### config.mk
export PLATFORM = sky130hd
export DESIGN_NAME = cla_pipe_adder_flat
export DESIGN_NICKNAME = d
export VERILOG_FILES = /design/src/rtl/cla_pipe_adder_if.sv /design/src/rtl/cla_pipe_adder.sv /design/src/flat_wrapper.sv
export SDC_FILE = /design/constraint.sdc
export NUM_CORES = 1
export LEC_CHECK = 0
export CORE_MARGIN = 4
export CORE_UTILIZATION = 46
export CTS_CLUSTER_DIAMETER = 60
export CTS_CLUSTER_SIZE = 12
export DETAILED_ROUTE_END_ITERATION = 10
export PLACE_DENSITY = 0.83
export SLEW_MARGIN = 10
export SYNTH_ARGS = -nofsm -noshare
export SYNTH_HDL_FRONTEND = slang
export SYNTH_SLANG_ARGS = --single-unit
### constraint.sdc
create_clock -name clk -period 4.2 [get_ports clk]
set_input_delay 0.84 -clock clk [delete_from_list [all_inputs] [get_ports clk]]
set_output_delay 0.84 -clock clk [all_outputs]
set_load 0.05 [all_outputs]
### src/rtl/cla_pipe_adder_if.sv
// rtl/cla_pipe_adder_if.sv - operand/result stream bundle for cla_pipe_adder (ovf only with CLA_PIPE_OVF_EN)
interface cla_pipe_adder_if #(
    parameter int WIDTH = 16
);
    logic             in_valid;
    logic             in_ready;
    logic [WIDTH-1:0] a;
    logic [WIDTH-1:0] b;
    logic             cin;
    logic             out_valid;
    logic             out_ready;
    logic [WIDTH-1:0] sum;
    logic             cout;
    logic             BP;
    logic             BG;
`ifdef CLA_PIPE_OVF_EN
    logic             ovf;
`endif

    // master: the environment producing operands and consuming results
    modport master (
        output in_valid, a, b, cin, out_ready,
`ifdef CLA_PIPE_OVF_EN
        input  ovf,
`endif
        input  in_ready, out_valid, sum, cout, BP, BG
    );

    modport slave (
        input  in_valid, a, b, cin, out_ready,
`ifdef CLA_PIPE_OVF_EN
        output ovf,
`endif
        output in_ready, out_valid, sum, cout, BP, BG
    );
endinterface

### src/rtl/cla_pipe_adder.sv
// rtl/cla_pipe_adder.sv - carry-pipelined 4-bit-group CLA adder; CLA_PIPE_OVF_EN adds signed overflow output
module cla_pipe_adder #(
    parameter int WIDTH  = 16,
    parameter int STAGES = 2
) (
    input  logic             clk,
    input  logic             rst,
    cla_pipe_adder_if.slave  bus
);
    localparam int SW = WIDTH / STAGES;
    localparam int NG = SW / 4;

    logic advance;

    // Returns {G, P, cout, sum} of one slice; G is the carry-out assuming ci=0.
    function automatic logic [SW+2:0] cla_slice(input logic [SW-1:0] x, input logic [SW-1:0] y,
                                                input logic ci);
        logic [SW-1:0] gen;
        logic [SW-1:0] prp;
        logic [SW-1:0] s;
        logic [3:0]    g4;
        logic [3:0]    p4;
        logic [3:0]    c4;
        logic          c;
        logic          grp_p;
        logic          grp_g;
        logic          sl_p;
        logic          sl_g;
        gen  = x & y;
        prp  = x ^ y;
        s    = '0;
        c    = ci;
        sl_p = 1'b1;
        sl_g = 1'b0;
        for (int j = 0; j < NG; j++) begin
            g4    = gen[4*j +: 4];
            p4    = prp[4*j +: 4];
            c4[0] = c;
            c4[1] = g4[0] | (p4[0] & c);
            c4[2] = g4[1] | (p4[1] & g4[0]) | (p4[1] & p4[0] & c);
            c4[3] = g4[2] | (p4[2] & g4[1]) | (p4[2] & p4[1] & g4[0])
                  | (p4[2] & p4[1] & p4[0] & c);
            s[4*j +: 4] = p4 ^ c4;
            grp_p = &p4;
            grp_g = g4[3] | (p4[3] & g4[2]) | (p4[3] & p4[2] & g4[1])
                  | (p4[3] & p4[2] & p4[1] & g4[0]);
            c     = grp_g | (grp_p & c);
            sl_g  = grp_g | (grp_p & sl_g);
            sl_p  = sl_p & grp_p;
        end
        return {sl_g, sl_p, c, s};
    endfunction

    for (genvar k = 0; k < STAGES; k++) begin : g_stage
        logic [SW-1:0]         x_op;
        logic [SW-1:0]         y_op;
        logic                  c_in;
        logic                  v_in;
        logic                  bp_in;
        logic                  bg_in;
        logic [SW-1:0]         s_slice;
        logic                  c_out;
        logic                  p_slice;
        logic                  g_slice;
        logic [(k+1)*SW-1:0]   sum_d;
        logic [(k+1)*SW-1:0]   sum_q;
        logic                  v_q;
        logic                  c_q;
        logic                  bp_q;
        logic                  bg_q;

        if (k == 0) begin : g_first
            assign x_op  = bus.a[SW-1:0];
            assign y_op  = bus.b[SW-1:0];
            assign c_in  = bus.cin;
            assign v_in  = bus.in_valid;
            assign bp_in = 1'b1;
            assign bg_in = 1'b0;
            assign sum_d = s_slice;
        end else begin : g_next
            assign x_op  = g_stage[k-1].g_ops.a_q[SW-1:0];
            assign y_op  = g_stage[k-1].g_ops.b_q[SW-1:0];
            assign c_in  = g_stage[k-1].c_q;
            assign v_in  = g_stage[k-1].v_q;
            assign bp_in = g_stage[k-1].bp_q;
            assign bg_in = g_stage[k-1].bg_q;
            assign sum_d = {s_slice, g_stage[k-1].sum_q};
        end

        always_comb begin
            {g_slice, p_slice, c_out, s_slice} = cla_slice(x_op, y_op, c_in);
        end

        always_ff @(posedge clk) begin
            if (rst) begin
                v_q   <= 1'b0;
                c_q   <= 1'b0;
                bp_q  <= 1'b0;
                bg_q  <= 1'b0;
                sum_q <= '0;
            end else if (advance) begin
                v_q   <= v_in;
                c_q   <= c_out;
                bp_q  <= p_slice & bp_in;
                bg_q  <= g_slice | (p_slice & bg_in);
                sum_q <= sum_d;
            end
        end

        // Skew registers: operand bits still waiting for their slice.
        if (k < STAGES - 1) begin : g_ops
            localparam int HW = WIDTH - (k + 1) * SW;
            logic [HW-1:0] a_d;
            logic [HW-1:0] b_d;
            logic [HW-1:0] a_q;
            logic [HW-1:0] b_q;

            if (k == 0) begin : g_src_in
                assign a_d = bus.a[WIDTH-1:SW];
                assign b_d = bus.b[WIDTH-1:SW];
            end else begin : g_src_prev
                assign a_d = g_stage[k-1].g_ops.a_q[SW +: HW];
                assign b_d = g_stage[k-1].g_ops.b_q[SW +: HW];
            end

            always_ff @(posedge clk) begin
                if (rst) begin
                    a_q <= '0;
                    b_q <= '0;
                end else if (advance) begin
                    a_q <= a_d;
                    b_q <= b_d;
                end
            end
        end

`ifdef CLA_PIPE_OVF_EN
        if (k == STAGES - 1) begin : g_ovf
            logic ovf_q;
            // carry into the MSB is recovered as sum^a^b at that bit
            always_ff @(posedge clk) begin
                if (rst) begin
                    ovf_q <= 1'b0;
                end else if (advance) begin
                    ovf_q <= s_slice[SW-1] ^ x_op[SW-1] ^ y_op[SW-1] ^ c_out;
                end
            end
            assign bus.ovf = ovf_q;
        end
`endif
    end

    assign bus.out_valid = g_stage[STAGES-1].v_q;
    assign bus.sum       = g_stage[STAGES-1].sum_q;
    assign bus.cout      = g_stage[STAGES-1].c_q;
    assign bus.BP        = g_stage[STAGES-1].bp_q;
    assign bus.BG        = g_stage[STAGES-1].bg_q;

    assign advance      = ~bus.out_valid | bus.out_ready;
    assign bus.in_ready = advance;
endmodule

### src/flat_wrapper.sv
// flat-port wrapper written by rule: the top's interface ports become plain ports
module cla_pipe_adder_flat 
#(
    parameter int WIDTH  = 16,
    parameter int STAGES = 2
)
  (clk, rst, bus_in_valid, bus_a, bus_b, bus_cin, bus_out_ready, bus_in_ready, bus_out_valid, bus_sum, bus_cout, bus_BP, bus_BG);
  cla_pipe_adder_if #(.WIDTH(WIDTH)) bus_i ();
  input  logic clk;
  input  logic rst;
  input wire logic [$bits(bus_i.in_valid)-1:0] bus_in_valid;
  input wire logic [$bits(bus_i.a)-1:0] bus_a;
  input wire logic [$bits(bus_i.b)-1:0] bus_b;
  input wire logic [$bits(bus_i.cin)-1:0] bus_cin;
  input wire logic [$bits(bus_i.out_ready)-1:0] bus_out_ready;
  output wire logic [$bits(bus_i.in_ready)-1:0] bus_in_ready;
  output wire logic [$bits(bus_i.out_valid)-1:0] bus_out_valid;
  output wire logic [$bits(bus_i.sum)-1:0] bus_sum;
  output wire logic [$bits(bus_i.cout)-1:0] bus_cout;
  output wire logic [$bits(bus_i.BP)-1:0] bus_BP;
  output wire logic [$bits(bus_i.BG)-1:0] bus_BG;
  assign bus_i.in_valid = bus_in_valid;
  assign bus_i.a = bus_a;
  assign bus_i.b = bus_b;
  assign bus_i.cin = bus_cin;
  assign bus_i.out_ready = bus_out_ready;
  assign bus_in_ready = bus_i.in_ready;
  assign bus_out_valid = bus_i.out_valid;
  assign bus_sum = bus_i.sum;
  assign bus_cout = bus_i.cout;
  assign bus_BP = bus_i.BP;
  assign bus_BG = bus_i.BG;
  cla_pipe_adder #(.WIDTH(WIDTH), .STAGES(STAGES)) u_core (.clk(clk), .rst(rst), .bus(bus_i));
endmodule
==> impl_metrics.yaml <==
clocking:
  ctsHoldBuffers: 0
  cts.clk_slew.worst_paths_ns: 0.09
  htreeDepth: 2
  cts_buffer_depth: 2
  cts_setup_buffers: 0
  clock-sinks: 48
  cts_buffers: 5
  clockRootBuffer: "clkbuf_8"
  insertion_delay_ns: 0.31
  tritoncts: "built"
  cts_resized: 0
yosys:
  synth-edff-count: 0
  synthesis.instances: 291
  yosys.area.top_type: "dfxtp_1"
  synthTopCellsByArea: "dfxtp_1 40%, nand2_1 12%, a21oi_1 9.0%"
  synth_top_cell_area_share_pct: 40.0
  async_flop_share_pct: 0
  synthFlopType: "dfxtp_1"
  avgSynthCellArea_um2: 8.26
  ys_seq_area_share_pct: 40.0
  synth_fp_nets: 348
  synth.distinct_cells: 38
  ys_ff_latch: 48
  yosysWarnings: 0
  netlist_area_mm2: 0.00240
placed_design:
  placed_cell_area_mm2: 0.00301
  place_ws_ns: 1.31
  hpwl_um: 3990
  portBuffers: 57
  globalplace.congestion: 0.848
global_routing:
  grt_pass1_vias: 2168
  grt_usage_pct: 17.7
  grt_max_degree: 51
  grt_overflow: 0
  grt_first_pass_wirelength_um: 9070
  antenna_found_initial: 0
pwr:
  pwr_density_cell_mw_per_mm2: 352
  p_leak_nw: 1.25
  vdd_drop_max_mv: 0.175
sta:
  rsz0062_at_grt: "false"
  worst_slew_pin_slew_ns: 0.510
  tns_ns: 0
  finClkSkew_ns: 0.00777
  setup_ws_ns: 1.39
  fin_crit_sh_pct: 66.9
  drv_slew: 0
  final.min_clock_period_ns: 2.81
  slew_headroom_pct: 65.9
  clock.fmax_mhz: 356
  setup_viol: 0
  hold_viol_final: 0
drt:
  wl_per_cell_um: 12.8
  vias: 2202
  via_per_inst: 5.34
  drc: 0
  drtIter0Drc: 99
  finalWirelength_um: 5290
  ant_nets: 0
  drt-pass1-iter-count: 4
cells_and_area:
  nets: 398
  antennaDiodeCount: 0
  fillers: 452
  drive_above_1_share_pct: 6.14
  final_area_mm2: 0.00310
  area_growth_pct: 29.1
floorplanning:
  die_area_mm2: 0.00644
  fp.dieH_um: 80.3
  pin_count: 58
  die-width_um: 80.3
  rows: 26
  initial_core_util_pct: 47.3
  core_mm2: 0.00507
setup_path:
  endpoint_kind: "primary output"
  cp.buffers_inverters: 3
  cp_cell_sequence: "clkdlybuf4s50_1 > nor2b_4 > inv_2 > buf_4"
  crit_slowest_cell: "clkdlybuf4s50_1"
  critical-path-max-stage-delay_ns: 0.50
  crit_family: "buffers and inverters"
  crit_path_max_fanout: 26
  critPathRequiredTime_ns: 3.36
  worst-setup-path-type: "primary input to primary output"
  cp-start-kind: "primary input"
  arrival_ns: 1.97
hold_path:
  hp-class: "register to register"
flow_run:
  drv_cap: 0
run_status:
  outcome: "finished clean"
## report_power, final
group | total, mW | switching [mW] | internal, mW
sequential | 0.516 | 0.0212 | 0.494
clock | 0.287 | 0.164 | 0.123
combinational | 0.288 | 0.165 | 0.123
total | 1.09 | 0.350 | 0.740
## cells in the mapped netlist (3+ instances only)
library cell and n:
a21oi_1 43, a211oi_1 6, nor3_1 6, o21ai_0 4, xnor2_1 6, nand4_1 4, ha_1 16, a31oi_1 3
nand3_1 5, fa_1 4, a21o_1 5, nor2b_1 4, clkbuf_1 8, o211ai_1 3, inv_1 7, buf_2 8
dfxtp_1 48, nand2_1 76, nor4b_1 3, nor2_1 11
## routing by layer
metal  global-route usage (%)  part of all wire, %
met1                     19.4                   41
met3                     3.81                  5.4
met5                        0                    0
met2                     33.0                   52
met4                     6.25                  1.6
## cells in the final DEF (no fill, tap or decap), types with 3 or more instances in the layout
master / netlist / layout
a211oi_1: 6 / 6
a21o_1: 5 / 5
a21oi_1: 43 / 43
a31oi_1: 3 / 3
buf_4: 1 / 4
clkbuf_8: 0 / 5
clkdlybuf4s50_1: 0 / 55
dfxtp_1: 48 / 48
fa_1: 4 / 4
ha_1: 16 / 16
inv_1: 7 / 7
nand2_1: 76 / 76
nand3_1: 5 / 5
nand4_1: 4 / 4
nor2_1: 11 / 11
nor2b_1: 4 / 3
nor3_1: 6 / 6
nor4b_1: 3 / 3
o211ai_1: 3 / 3
o21ai_0: 4 / 4
xnor2_1: 6 / 6
## through the flow
| stage | utilization (%) | power (mW) | instances | hold slack, ns |
|---|---|---|---|---|
| CTS | 61.1 | 1.10 | 412 | 0.456 |
| global route | 61.1 | 1.15 | 412 | 0.474 |
| global placement | 59.2 | 0.807 | 404 | 0.438 |
| finish | 61.1 | 1.09 | 412 | 0.452 |
| detailed placement | 59.2 | 0.815 | 404 | 0.443 |
| floorplan | - | 0.713 | 291 | 0.430 |
## state kept, by name, indices dropped and copies added (netlist names)
| signal | cells |
|---|---|
| u_core.g_stage.g_ops.a_q | 8 |
| u_core.g_stage.g_ops.b_q | 8 |
| u_core.bus.BP | 1 |
| u_core.bus.BG | 1 |
| u_core.bus.cout | 1 |
| u_core.g_stage.v_q | 1 |
| u_core.bus.out_valid | 1 |
| u_core.bus.sum | 16 |
| u_core.g_stage.bg_q | 1 |
| u_core.g_stage.c_q | 1 |
| u_core.g_stage.bp_q | 1 |
| u_core.g_stage.sum_q | 8 |
## worst reg2reg max path, delay by kind of cell, from the launching register on
kind	cells	cell delay, ns
DFF	1	0.34
xor gates and xnor gates	1	0.14
adders and majority gates	2	0.82
and+or+nand+nor	2	0.34
AOI/OAI and AO/OA	2	0.41
## worst paths after layout
kind | from | to | slack (ns) | depth (start not counted)
worst max register to register | u_core.g_stage[0].g_ops.b_q[0] | u_core.bus.sum[13] | 2.08 | 7
worst max-delay path | bus_out_ready | bus_in_ready | 1.39 | 4
worst min-delay path | u_core.bus.sum[0] | u_core.bus.sum[0] | 0.45 | 2
worst min register to register | u_core.bus.sum[0] | u_core.bus.sum[0] | 0.45 | 2
## area by class of cell
cell class,instances,area (µm²),area share [%]
clock buffers,5,68.8,2.22
clock inverters,3,26.3,0.847
inverters,9,33.8,1.09
multi-input cells,217,1340,43.1
flip-flops and latches,48,961,31.0
well taps,70,87.6,2.82
repair buffers,60,586,18.9
## kinds of logic (layout without fill, tap and decap cells)
logic type                 after synthesis  after routing  share of synthesized area (%)
and+or+nand+nor                        116            116                           21.5
AOI/OAI and AO/OA                       73             73                           19.2
DFF                                     48             48                           40.0
buffers and inverters                   26             77                           4.64
adders and majority gates               20             20                           11.7
xor gates and xnor gates                 6              6                           2.19
muxes                                    2              2                          0.833
(Power assumes the default switching activity.)
